==> src/rtl/fetch_ctrl.sv <==
// Program-counter / instruction-fetch controller: IDLE/RUN/DONE run handshake,
// sequential pc with branch targets taken from a small writable lookup table.

module fetch_lut_entry #(
    parameter int PW = 10
) (
    input  logic          i_clk,
    input  logic          i_reset,
    input  logic          i_we,
    input  logic [PW-1:0] i_wdata,
    output logic [PW-1:0] o_q
);
    logic [PW-1:0] r_q;

    always_ff @(posedge i_clk) begin
        if (i_reset)   r_q <= '0;
        else if (i_we) r_q <= i_wdata;
    end

    assign o_q = r_q;
endmodule

module fetch_ctrl #(
    parameter int PW = 10,
    parameter int A  = 3,
    parameter int CW = 16
) (
    input  logic          i_clk,
    input  logic          i_reset,
    input  logic          i_req,
    input  logic          i_halt,
    input  logic          i_branch_taken,
    input  logic [A-1:0]  i_target_sel,
    input  logic          i_lut_we,
    input  logic [A-1:0]  i_lut_waddr,
    input  logic [PW-1:0] i_lut_wdata,
    output logic [PW-1:0] o_pc,
    output logic          o_running,
    output logic          o_done,
    output logic [CW-1:0] o_cycle_cnt
);
    localparam int NE = 2**A;

    typedef enum logic [1:0] {
        S_IDLE = 2'd0,
        S_RUN  = 2'd1,
        S_DONE = 2'd2
    } state_t;

    typedef struct packed {
        logic          we;
        logic [A-1:0]  addr;
        logic [PW-1:0] data;
    } lut_wr_t;

    state_t              r_state, w_state_nxt;
    logic [PW-1:0]       r_pc, w_pc_nxt;
    logic [CW-1:0]       r_cnt, w_cnt_nxt;
    logic [CW-1:0]       w_cnt_inc;
    logic [PW-1:0]       w_target;
    lut_wr_t             w_wr;
    logic [NE-1:0][PW-1:0] w_lut;

    assign w_wr = '{we: i_lut_we, addr: i_lut_waddr, data: i_lut_wdata};

    // Entries are plain registers, so a same-cycle write is only seen by the
    // branch read after the edge.
    for (genvar g = 0; g < NE; g++) begin : g_lut
        fetch_lut_entry #(.PW(PW)) u_entry (
            .i_clk   (i_clk),
            .i_reset (i_reset),
            .i_we    (w_wr.we && (w_wr.addr == A'(g))),
            .i_wdata (w_wr.data),
            .o_q     (w_lut[g])
        );
    end

    assign w_target  = w_lut[i_target_sel];
    assign w_cnt_inc = (r_cnt == {CW{1'b1}}) ? r_cnt : r_cnt + CW'(1);

    always_comb begin
        w_state_nxt = r_state;
        w_pc_nxt    = r_pc;
        w_cnt_nxt   = r_cnt;
        case (r_state)
            S_IDLE: begin
                w_pc_nxt = '0;
                if (i_req) begin
                    w_state_nxt = S_RUN;
                    w_cnt_nxt   = '0;
                end
            end
            S_RUN: begin
                // halt wins over a simultaneous taken branch; pc stays on HALT
                if (i_halt) begin
                    w_state_nxt = S_DONE;
                end else if (i_branch_taken) begin
                    w_pc_nxt  = w_target;
                    w_cnt_nxt = w_cnt_inc;
                end else begin
                    w_pc_nxt  = r_pc + PW'(1);
                    w_cnt_nxt = w_cnt_inc;
                end
            end
            S_DONE: begin
                if (i_req) begin
                    w_state_nxt = S_RUN;
                    w_pc_nxt    = '0;
                    w_cnt_nxt   = '0;
                end
            end
            default: begin
                w_state_nxt = S_IDLE;
                w_pc_nxt    = '0;
                w_cnt_nxt   = '0;
            end
        endcase
    end

    always_ff @(posedge i_clk) begin
        if (i_reset) begin
            r_state <= S_IDLE;
            r_pc    <= '0;
            r_cnt   <= '0;
        end else begin
            r_state <= w_state_nxt;
            r_pc    <= w_pc_nxt;
            r_cnt   <= w_cnt_nxt;
        end
    end

    assign o_pc        = r_pc;
    assign o_running   = (r_state == S_RUN);
    assign o_done      = (r_state == S_DONE);
    assign o_cycle_cnt = r_cnt;
endmodule

==> config.mk <==
export PLATFORM = sky130hd
export DESIGN_NAME = fetch_ctrl
export DESIGN_NICKNAME = d
export VERILOG_FILES = /design/src/rtl/fetch_ctrl.sv
export SDC_FILE = /design/constraint.sdc
export NUM_CORES = 1
export LEC_CHECK = 0
export CAP_MARGIN = 20
export CORE_MARGIN = 2
export CORE_UTILIZATION = 40
export DETAILED_ROUTE_END_ITERATION = 12
export GPL_ROUTABILITY_DRIVEN = 0
export GPL_TIMING_DRIVEN = 0
export PLACE_DENSITY = 0.6
export SYNTH_ARGS = -nofsm -noshare
export SYNTH_HDL_FRONTEND = slang
export SYNTH_SLANG_ARGS = --single-unit
==> constraint.sdc <==
create_clock -name i_clk -period 1.8 [get_ports i_clk]
set_input_delay 0.36 -clock i_clk [delete_from_list [all_inputs] [get_ports i_clk]]
set_output_delay 0.36 -clock i_clk [all_outputs]
set_load 0.02 [all_outputs]
Word-level counts from Yosys, hierarchy flattened:

Cells that the tools add are included.

* bits in registers: 108
* latch bits: 0
* memory bits (writable): 0
* ROM bits: 0
* logic and storage cells: 56
* memories kept: 0

* $add $sub $neg: 2
* multiply operators: 0
* divide/modulo/power cells: 0
* $lt $le $gt $ge: 1
* eq/ne operators: 15
* shift operators: 0
* muxes and demuxes: 13
* bitwise gates (word level): 0
* reductions and logical operators: 14

Operators with widths (number)
* $mux W16: 3
* $mux W10: 4
* $pmux W16 S2: 1
* $bmux W10 S3: 1
* $pmux W10 S2: 1
* $add A16 B1 Y16 const B: 1
* $eq A16 B16 Y1 const B: 1
* $eq A3 B3 Y1 const B: 4
* $add A10 B1 Y10 const B: 1
* $logic_and A1 B1 Y1: 8
* $ne A2 B2 Y1 const B: 4
* $eq A3 B2 Y1 const B: 2
* $lt A3 B4 Y1 const B: 1
* $mux W2: 2
* $pmux W2 S2: 1
* $reduce_and A2 Y1: 2
* $eq A3 B1 Y1 const B: 1
* $logic_not A3 Y1: 1
* $reduce_and A3 Y1: 1
* $eq A2 B1 Y1 const B: 1
* $eq A2 B2 Y1 const B: 1
* $logic_not A2 Y1: 1
* $ne A2 B1 Y1 const B: 1
* $reduce_or A2 Y1: 1

Longest topological paths before layout:

* depth in word-level cells: 5
* mapped depth: 7
* mapped depth without buffers: 6

Modules after synthesis:

From an unflattened synthesis, not the netlist that was laid out.

* cells, all modules: 497
* area, all modules: 4989.8 µm²

By module, submodules not included
* fetch_lut_entry: times used 8, cells an instance 32, area each 352.8 µm², sequential area each 200.2 µm²
* fetch_ctrl: times used 1, cells an instance 241, area each 2167.1 µm², sequential area each 560.5 µm²

Least setup slack after synthesis:

No wires, ideal clock.

* path kind: reg-to-reg
* start: register r_cnt[2], in the netlist o_cycle_cnt[2]
* end: register r_cnt[8], in the netlist o_cycle_cnt[8]
* arrival time: 1.682 ns
* slack: -0.003 ns
* cell stages (with the launch flop): 8
* path buffers: 2
* clock period less this slack: 1.803 ns
* cells stage by stage: dfxtp_1 > and4_1 > buf_6 > and4_4 > buf_6 > a21oi_1 > nand4_1 > mux2_2

* word-level cells in the longest chain between the ends: 4
* elaborated cells between the ends (all ways): 7

RTL lines
* from (decl): RTL line 58 `logic [CW-1:0] r_cnt, w_cnt_nxt;`
* from (signal assigned): RTL line 128 `r_cnt <= w_cnt_nxt;`
* $add A16 B1 Y16: RTL line 79 `assign w_cnt_inc = (r_cnt == {CW{1'b1}}) ? r_cnt : r_cnt + CW'(1);`
* $mux W16: RTL line 79
* $mux W16: RTL line 95 `if (i_halt) begin`
* $pmux W16 S2: RTL line 85 `case (r_state)`

Several ways; a longest one is shown, not always the timed one. The select of a mux whose other input is x is not followed.
A chain may end at the register's enable or synchronous reset.

Final worst setup path:

* start: register r_cnt[2], in the netlist o_cycle_cnt[2]
* end: register r_cnt[13], in the netlist o_cycle_cnt[13]

The elaborated chain is that of the path after synthesis.

==> flow_summary.json <==
{
  "p_leak_nw": 2.05,
  "final_common_cell": "nand2_1",
  "layout_common_cells": "nand2_1 (179), dfxtp_1 (100), a21oi_1 (94), clkdlybuf4s50_1 (25), nor2_1 (24)",
  "yosysWarnings": 0,
  "synth_cell_types": 44,
  "relSlewSlack_pct": 42.2,
  "fillers": 1162,
  "start_util_pct": 40.8,
  "power_density_nw_per_um2": 812,
  "critPathMaxFanout": 8,
  "io_buffers": 33,
  "grt_util_met3_pct": 5.13,
  "end_kind": "flop",
  "status": "finished with violations",
  "h-tree-depth": 3,
  "dr.pass1.iters": 5,
  "synth_flop_cell": "dfxtp_1",
  "holdCritPathClass": "input port to flop",
  "wl_per_cell_um": 17.6,
  "grt.met1_usage_pct": 28.7,
  "syn_area_per_cell_sq_um": 8.36,
  "report.final.slew_viol_count": 0,
  "insertion_delay_ns": 0.35,
  "multiInputGateArea_sq_um": 2580,
  "slowest_delay_ns": 0.42,
  "violations": "setup timing",
  "cts_made_buffers": 9,
  "grt_pass1_wl_um": 22100,
  "drt_iter0_drc": 277,
  "drv_cap": 0,
  "drc": 0,
  "total_power_w": 0.00475,
  "holdBufCountCts": 0,
  "path_buf_inv": 2,
  "async_flop_share_pct": 0,
  "synth-compound-area-share_pct": 14.2,
  "final_hold_viol_count": 0,
  "synthMuxAreaShare_pct": 11.6,
  "finClkSkew_ns": 0.00672,
  "via_per_inst": 5.54,
  "cts.clk_slew.worst_paths_ns": 0.07,
  "die_w_um": 114,
  "worst_slew_pin_slew_ns": 0.864,
  "crit_slowest_cell": "or4_4",
  "antenna_found_initial": 0,
  "cp.arrival_ns": 2.10,
  "core_area_sq_um": 11900,
  "cts_tree": "built",
  "syn-num-nets": 605,
  "setup_viol": 1,
  "clock_sinks": 108,
  "synth_fa_ha_area_share_pct": 0.515,
  "cp_top_family": "simple AND/OR/NAND/NOR gates",
  "synth-edff-count": 0,
  "timing.setup.tns_ns": -0.00189,
  "crit_top_cell": "buf_6",
  "timing.fmax_mhz": 555,
  "grt_use_total_pct": 22.1,
  "antenna_left": 0,
  "synth_xor_area_share_pct": 1.62,
  "fin_ws_ns": -0.00189,
  "die_h_um": 114,
  "synth-simple-area-share_pct": 24.1,
  "crit_type": "flop to flop",
  "synth_cells": 581,
  "drive_gt1_share_pct": 13.6,
  "start_kind": "flop",
  "met2_usage_pct": 37.3,
  "io_pins": 50,
  "dpl_cell_area_sq_um": 5380,
  "n_antenna_cell": 0,
  "busiest_layer": "met2",
  "dp_hpwl_um": 9470,
  "gr-total-overflow": 0,
  "fin_area_sq_um": 5850,
  "row_count": 40,
  "synth_top_family_by_area": "simple AND/OR/NAND/NOR gates",
  "syn_area_sq_um": 4860,
  "period_share_pct": 100,
  "worstPathCellList": "and4_1 > buf_6 > and4_4 > buf_6 > a21o_4 > or4_4 > a21oi_2",
  "cp.required_ns": 2.09,
  "die_area_sq_um": 13000,
  "grt_pass1_vias": 4152,
  "rsz0062_at_grt": "true",
  "clockBufferDepth": 2,
  "finalNetCount": 662,
  "totalWireLength_um": 13900,
  "vias": 4375,
  "finalCriticalPeriod_ns": 1.80,
  "grt_max_degree": 17,
  "cts_root_buf": "clkbuf_16",
  "ff_latch_area_sq_um": 2170,
  "area_growth_pct": 20.4,
  "irDropWorstVdd_uv": 704,
  "ys_ff_latch": 108,
  "ys_seq_area_share_pct": 44.5
}
[sequential cells by signal, indices dropped and copies added (netlist names)]
| register | flops |
|---|---|
| o_pc | 10 |
| o_cycle_cnt | 16 |
| g_lut.u_entry.o_q | 80 |
| r_state | 2 |
[worst register-to-register path: stages, from the launching register on]
cell and delay (ns):
dfxtp_4 0.35, and4_1 0.21, buf_6 0.13, and4_4 0.17, buf_6 0.13, a21o_4 0.22
or4_4 0.42, a21oi_2 0.12
[what timing repair did]
action,CTS,global route
setup buffers,5,7
setup endpoints to repair,59,20
pin swaps,2,6
cloned,0,0
gates resized for setup,24,24
[synthesized netlist by cell type, drive strengths merged (3+ instances only)]
master | count | share of area, %
and4 | 3 | 0.59
nand3 | 13 | 1.3
dfxtp | 108 | 45
buf | 18 | 1.9
mux4 | 20 | 9.3
nand4 | 11 | 1.4
o221ai | 8 | 1.4
xnor2 | 9 | 1.6
nand2b | 7 | 0.90
nor3 | 4 | 0.52
clkbuf | 19 | 1.5
or4 | 3 | 0.46
a211oi | 3 | 0.46
o21ai | 11 | 1.1
nor2b | 5 | 0.64
nor4 | 4 | 0.64
nand2 | 179 | 14
mux2i | 10 | 2.1
and3 | 4 | 0.52
a21oi | 95 | 9.8
nor2 | 24 | 1.9
[area by class of cell]
| type | count | share of cell area (%) |
|---|---|---|
| Timing Repair Buffer | 46 | 7.58 |
| Inverter | 2 | 0.214 |
| Clock buffer | 11 | 4.15 |
| Buffer | 37 | 3.21 |
| Multi-Input combinational cell | 434 | 44.1 |
| Clock inverter | 4 | 0.449 |
| Tap cell | 147 | 3.15 |
| Sequential cell | 108 | 37.2 |
[routing by layer]
metal / share of wire, % / routed length (um)
met1: 45 / 6310
met2: 48 / 6690
met3: 5.1 / 712
met4: 1.5 / 213
met5: 0 / 0
[worst paths after layout]
| path | from | end | slack (ns) | cells past startpoint |
|---|---|---|---|---|
| max reg2reg | o_cycle_cnt[2]$_SDFFE_PP0P_ | o_cycle_cnt[13]$_SDFFE_PP0P_ | -0.002 | 7 |
| min | i_lut_wdata[9] | g_lut[2].u_entry.o_q[9]$_SDFFE_PP0P_ | 0.39 | 3 |
| max | o_cycle_cnt[2]$_SDFFE_PP0P_ | o_cycle_cnt[13]$_SDFFE_PP0P_ | -0.002 | 7 |
| min reg2reg | g_lut[3].u_entry.o_q[0]$_SDFFE_PP0P_ | g_lut[3].u_entry.o_q[0]$_SDFFE_PP0P_ | 0.45 | 2 |
[stage by stage]
stage	instances	hold WS, ns	setup WS (ns)	util, %
after CTS	782	0.375	-0.0175	48.1
after global routing	789	0.395	-0.0352	49.1
final	789	0.387	-0.00189	49.1
after floorplan	581	0.433	0.0235	-
after global placement	761	0.438	-0.833	45.1
after detailed placement	762	0.446	-0.882	45.2
[logic make-up (layout without fill, tap and decap cells)]
logic type                 after synthesis  count (layout)
AOI/OAI and AO/OA                      126             126
xor gates and xnor gates                 9               9
adders and majority gates                2               2
buffers and inverters                   39             100
DFF                                    108             108
muxes                                   31              31
and+or+nand+nor                        266             266
[power by group]
part / total [W] / switching, W / internal (W) / leakage [nW]
combinational: 0.000415 / 0.000269 / 0.000146 / 1.04
clock: 0.00187 / 0.000906 / 0.000968 / 0.131
sequential: 0.00246 / 0.0000295 / 0.00243 / 0.878
No activity file was read; power rests on OpenSTA's default activity.
